--- src/rtl/hex_display_scanner_if.sv ---
// Bus between the debug-word source and the hex display scanner.
// The master supplies the word and load strobe; the slave returns the scan outputs.
interface hex_display_scanner_if;
    logic [31:0] value_in;
    logic        load;
    logic [3:0]  digit_nibble;
    logic [7:0]  anode_n;
    logic [2:0]  digit_idx;
    logic        frame_done;
    logic        pending;

    modport master (
        output value_in,
        output load,
        input  digit_nibble,
        input  anode_n,
        input  digit_idx,
        input  frame_done,
        input  pending
    );

    modport slave (
        input  value_in,
        input  load,
        output digit_nibble,
        output anode_n,
        output digit_idx,
        output frame_done,
        output pending
    );
endinterface

--- src/rtl/hex_display_scanner.sv ---
// Time-multiplexed 7-segment scanner with frame-synchronous commit of a shadowed debug word.
// Optional leading-zero blanking is enabled by defining HEX_SCAN_LEADING_ZERO_BLANK_EN.
module hex_display_scanner #(
    parameter int REFRESH_DIV  = 50000,
    parameter int BLANK_CYCLES = 16,
    parameter int NUM_DIGITS   = 8
) (
    input  logic                  clk,
    input  logic                  rst_n,
    hex_display_scanner_if.slave  bus
);

    localparam int PW = (REFRESH_DIV > 1) ? $clog2(REFRESH_DIV) : 1;

    logic [PW-1:0] r_prescaler;
    logic [2:0]    r_digitIdx;
    logic [31:0]   r_shadow;
    logic [31:0]   r_disp;
    logic          r_pending;
    logic          r_frameDone;

    logic          w_tick;
    logic          w_boundary;
    logic          w_lastDigit;
    logic          w_slotLit;
    logic          w_digitShown;
    logic [7:0]    w_anode;

    assign w_tick      = (r_prescaler == PW'(REFRESH_DIV - 1));
    assign w_lastDigit = (r_digitIdx == 3'(NUM_DIGITS - 1));
    assign w_boundary  = w_tick && w_lastDigit;
    assign w_slotLit   = (r_prescaler >= PW'(BLANK_CYCLES));

    always_ff @(posedge clk or negedge rst_n) begin
        if (!rst_n) begin
            r_prescaler <= '0;
            r_digitIdx  <= '0;
        end else if (w_tick) begin
            r_prescaler <= '0;
            r_digitIdx  <= w_lastDigit ? 3'd0 : r_digitIdx + 3'd1;
        end else begin
            r_prescaler <= r_prescaler + PW'(1);
        end
    end

    // A load on the boundary cycle commits the old shadow and keeps the new one pending.
    always_ff @(posedge clk or negedge rst_n) begin
        if (!rst_n) begin
            r_shadow    <= '0;
            r_disp      <= '0;
            r_pending   <= 1'b0;
            r_frameDone <= 1'b0;
        end else begin
            r_frameDone <= w_boundary;
            if (w_boundary && r_pending) begin
                r_disp <= r_shadow;
            end
            if (bus.load) begin
                r_shadow  <= bus.value_in;
                r_pending <= 1'b1;
            end else if (w_boundary) begin
                r_pending <= 1'b0;
            end
        end
    end

`ifdef HEX_SCAN_LEADING_ZERO_BLANK_EN
    logic [2:0] w_msDigit;

    // Highest displayed digit holding a nonzero nibble; digit 0 when the value is zero.
    always_comb begin
        w_msDigit = 3'd0;
        for (int k = 0; k < NUM_DIGITS; k++) begin
            if (r_disp[4*k +: 4] != 4'h0) begin
                w_msDigit = 3'(k);
            end
        end
    end

    assign w_digitShown = (r_digitIdx <= w_msDigit);
`else
    assign w_digitShown = 1'b1;
`endif

    always_comb begin
        w_anode = 8'hFF;
        if (w_slotLit && w_digitShown) begin
            w_anode[r_digitIdx] = 1'b0;
        end
    end

    assign bus.digit_nibble = r_disp[{r_digitIdx, 2'b00} +: 4];
    assign bus.anode_n      = w_anode;
    assign bus.digit_idx    = r_digitIdx;
    assign bus.frame_done   = r_frameDone;
    assign bus.pending      = r_pending;

endmodule
--- src/flat_wrapper.sv ---
// flat-port wrapper written by rule: the top's interface ports become plain ports
module hex_display_scanner_flat 
#(
    parameter int REFRESH_DIV  = 50000,
    parameter int BLANK_CYCLES = 16,
    parameter int NUM_DIGITS   = 8
)
  (clk, rst_n, bus_value_in, bus_load, bus_digit_nibble, bus_anode_n, bus_digit_idx, bus_frame_done, bus_pending);
  hex_display_scanner_if bus_i ();
  input  logic clk;
  input  logic rst_n;
  input wire logic [$bits(bus_i.value_in)-1:0] bus_value_in;
  input wire logic [$bits(bus_i.load)-1:0] bus_load;
  output wire logic [$bits(bus_i.digit_nibble)-1:0] bus_digit_nibble;
  output wire logic [$bits(bus_i.anode_n)-1:0] bus_anode_n;
  output wire logic [$bits(bus_i.digit_idx)-1:0] bus_digit_idx;
  output wire logic [$bits(bus_i.frame_done)-1:0] bus_frame_done;
  output wire logic [$bits(bus_i.pending)-1:0] bus_pending;
  assign bus_i.value_in = bus_value_in;
  assign bus_i.load = bus_load;
  assign bus_digit_nibble = bus_i.digit_nibble;
  assign bus_anode_n = bus_i.anode_n;
  assign bus_digit_idx = bus_i.digit_idx;
  assign bus_frame_done = bus_i.frame_done;
  assign bus_pending = bus_i.pending;
  hex_display_scanner #(.REFRESH_DIV(REFRESH_DIV), .BLANK_CYCLES(BLANK_CYCLES), .NUM_DIGITS(NUM_DIGITS)) u_core (.clk(clk), .rst_n(rst_n), .bus(bus_i));
endmodule
--- config.mk ---
export PLATFORM = sky130hd
export DESIGN_NAME = hex_display_scanner_flat
export DESIGN_NICKNAME = d
export VERILOG_FILES = /design/src/rtl/hex_display_scanner_if.sv /design/src/rtl/hex_display_scanner.sv /design/src/flat_wrapper.sv
export SDC_FILE = /design/constraint.sdc
export NUM_CORES = 1
export LEC_CHECK = 0
export ABC_AREA = 1
export ABC_CLOCK_PERIOD_IN_PS = 1980
export CELL_PAD_IN_SITES_DETAIL_PLACEMENT = 1
export CELL_PAD_IN_SITES_GLOBAL_PLACEMENT = 2
export CORE_MARGIN = 2
export CORE_UTILIZATION = 33
export CTS_CLUSTER_SIZE = 16
export DETAILED_ROUTE_END_ITERATION = 6
export GPL_TIMING_DRIVEN = 0
export MAX_ROUTING_LAYER = met4
export PLACE_DENSITY = 0.88
export SLEW_MARGIN = 15
export SYNTH_ARGS = -nofsm -noshare
export SYNTH_HDL_FRONTEND = slang
export SYNTH_SLANG_ARGS = --single-unit
--- constraint.sdc ---
create_clock -name clk -period 1.98 [get_ports clk]
set_clock_uncertainty 0.05 [all_clocks]
set_input_delay 0.198 -clock clk [delete_from_list [all_inputs] [get_ports clk]]
set_output_delay 0.198 -clock clk [all_outputs]
set_load 0.01 [all_outputs]
==> flow_summary.json <==
{
  "outcome": "finished clean",
  "pin_count": 52,
  "vias_per_cell": 4.69,
  "syn_area_um2": 4150,
  "grt_pass1_vias": 3755,
  "crit_path_cell_trace": "buf_6 -> nand2_1 -> a21oi_2 -> or2_2 -> nand2_1 -> nand2_1 -> buf_2",
  "power_mw": 3.77,
  "period_needed_ps": 1960,
  "min_path_type": "in -> reg",
  "synth_compound_area_share_pct": 3.65,
  "cts.sink_count": 85,
  "fp.dieH_um": 116,
  "peakVddDrop_mv": 0.575,
  "grt_overflow_total": 0,
  "drtPass1Iterations": 4,
  "die_area_um2": 13500,
  "arrival_ps": 1720,
  "worst_pin_slew_ps": 555,
  "fin_ws_ps": 15.4,
  "max_stage_delay_ps": 470,
  "regToRegSetupSlack_ps": 270,
  "fp.coreArea_um2": 12200,
  "cts_root_buf": "clkbuf_16",
  "r2r_start": "u_core.r_prescaler[0]$_DFF_PN0_",
  "fillers": 1497,
  "drt_iter0_markers": 139,
  "mostFrequentLayoutCell": "nand2_1",
  "rr_worst_depth": 8,
  "r2r_end": "u_core.r_disp[2]$_DFFE_PN0P_",
  "clk_latency_ps": 360,
  "drive_above_1_share_pct": 14.4,
  "final-setup-viol-count": 0,
  "grt_max_degree": 56,
  "maxCapViolations": 0,
  "dp_hpwl_um": 8010,
  "rsz0062_at_grt": "true",
  "die_x_um": 116,
  "synth_top_family_by_area": "simple AND/OR/NAND/NOR gates",
  "worstSetupStartpoint": "u_core.bus.digit_idx[0]$_DFFE_PN0N_",
  "cpMaxStageDelayCell": "dfrtp_2",
  "synth.distinct_cells": 25,
  "synthSimpleGateAreaFrac_pct": 34.7,
  "crit_path_end_kind": "output pin",
  "antenna_cells": 0,
  "antenna_found_initial": 0,
  "yosys_warnings": 0,
  "ys_ff_latch": 85,
  "clockBufferDepth": 2,
  "startpoint_type": "register",
  "h-tree-depth": 3,
  "clk_pin_slew_worst_paths_ps": 70,
  "drt.antenna.violating_nets": 0,
  "path_common_cell": "nand2_1",
  "nNetsFinal": 630,
  "grt_pass1_wl_um": 18300,
  "hold_viol": 0,
  "path_max_fanout": 10,
  "layout_common_cells": "nand2_1 (236), dfrtp_1 (81), clkdlybuf4s50_1 (37), nand4_1 (35)",
  "p_per_area_nw_per_um2": 706,
  "syn2layout_area_growth_pct": 28.6,
  "max_freq_mhz": 509,
  "drt-total-wl_um": 11000,
  "gp_congestion": 0.839,
  "vias": 3583,
  "port_buffers": 50,
  "cts_tree": "done",
  "yosysSeqAreaShare_pct": 51.3,
  "critPathCapture": "bus_digit_nibble[0]",
  "critPathKind": "reg -> out",
  "relSlewSlack_pct": 63.0,
  "drc_errors": 0,
  "slew_violations": 0,
  "fin_crit_sh_pct": 99.2,
  "preCtsSetupSlack_ps": -311,
  "grt_util_all_layers_pct": 18.5,
  "synthCells": 522,
  "synth_fa_ha_area_share_pct": 1.21,
  "yosys-mux-area-fraction_pct": 0,
  "synthesis.nets": 561,
  "worstPathRequired_ps": 1730,
  "start_util_pct": 34.1,
  "post_drt_wl_per_cell_um": 14.3,
  "rows": 40,
  "p_leak_nw": 2.67,
  "postSynthAreaPerCell_um2": 7.94,
  "numCtsBuffers": 9,
  "synth_xor_area_share_pct": 1.27
}
## report_power, final
| part | internal (mW) | switching [mW] | total, mW |
|---|---|---|---|
| clock | 0.997 | 0.757 | 1.75 |
| sequential | 1.79 | 0.0338 | 1.83 |
| combinational | 0.0914 | 0.0951 | 0.187 |
| total | 2.88 | 0.886 | 3.77 |
## flip-flops by register name, indices dropped and copies added (netlist names)
name and count:
u_core.bus.digit_idx 3, u_core.r_prescaler 16, u_core.r_shadow 32, u_core.bus.frame_done 1
u_core.bus.pending 1, u_core.r_disp 32
## logic make-up (layout without fill, tap and decap cells)
kind of cell / Yosys count / after routing
AO/OA/AOI/OAI: 30 / 30
XOR/XNOR: 6 / 6
adder cells (fa/ha/maj): 4 / 4
buffers and inverters: 61 / 135
flip-flops: 85 / 85
AND/OR/NAND/NOR: 336 / 336
## timing repair
action | in CTS | in global routing
endpoints found under the hold margin | 30 | 0
endpoints found under the setup margin | 12 | 12
pin swaps | 3 | 2
hold buffers | 1 | 0
gates cloned | 0 | 1
setup buffers | 5 | 1
resized for setup | 57 | 18
## metrics by stage
step	cells	TNS [ps]	util [%]	hold WS [ps]	instance area, um^2
global route	764	-189	43.9	109	5330
detailed placement	741	-1200	40.1	125	4880
CTS	762	0	43.6	82.9	5300
floorplan	522	0	-	-148	4150
global placement	740	-211160	39.9	413	4860
finish	764	0	43.9	90.4	5330
## routing by layer
| layer | vias to the layer above | track usage, % | wire, um |
|---|---|---|---|
| li1 | 1794 | - | - |
| met1 | 1720 | 22.6 | 5000 |
| met2 | 51 | 29.8 | 5380 |
| met3 | 18 | 4.20 | 332 |
| met4 | 0 | 7.70 | 251 |
| met5 | - | - | 0 |
## worst min-delay path by stage
stage	cells past startpoint	slack, ps	end	from
2_1_floorplan	0	-150	u_core.bus.digit_idx[0]$_DFFE_PN0N_	rst_n
3_3_place_gp	2	410	u_core.r_shadow[26]$_DFFE_PN0P_	u_core.r_shadow[26]$_DFFE_PN0P_
3_5_place_dp	1	120	u_core.r_prescaler[13]$_DFF_PN0_	rst_n
4_1_cts	3	80	u_core.r_shadow[15]$_DFFE_PN0P_	bus_load
5_1_grt	3	110	u_core.r_shadow[15]$_DFFE_PN0P_	bus_load
6_report	3	90	u_core.r_shadow[15]$_DFFE_PN0P_	bus_load
## Yosys cell counts
cell type | n | area share, %
buf_2 | 1 | 0.12
dfrtp_1 | 85 | 51
nor4_1 | 1 | 0.15
nand3_1 | 10 | 1.2
inv_1 | 29 | 2.6
nor3_1 | 12 | 1.4
nand2_1 | 238 | 22
clkbuf_8 | 1 | 0.33
nand4_4 | 1 | 0.51
inv_2 | 2 | 0.18
a21oi_1 | 20 | 2.4
clkbuf_1 | 10 | 0.91
nand4_1 | 35 | 5.3
nor2_2 | 4 | 0.60
or2_2 | 4 | 0.60
buf_6 | 8 | 2.2
buf_1 | 3 | 0.27
nor2_4 | 2 | 0.54
o21ai_0 | 9 | 1.1
xor2_1 | 6 | 1.3
nand2_2 | 3 | 0.45
buf_4 | 7 | 1.3
a31oi_1 | 1 | 0.15
ha_1 | 4 | 1.2
nor2_1 | 26 | 2.4
## final cells by class
type / instances / area (um^2) / area share [%]
multi-input cells: 376 / 1760 / 33.1
repair buffers: 59 / 559 / 10.5
clock inverters: 7 / 80.1 / 1.50
plain buffers: 29 / 245 / 4.60
inverters: 31 / 119 / 2.23
clock buffers: 9 / 225 / 4.22
flip-flops and latches: 85 / 2130 / 40.0
well taps: 168 / 210 / 3.94
## critical path, delay by kind of cell, from the launching register on
kind | cells | cell delay, ps
simple gates | 4 | 510
flops | 1 | 470
buf+inv | 2 | 320
compound gates | 1 | 60
No activity file was read; power rests on OpenSTA's default activity.
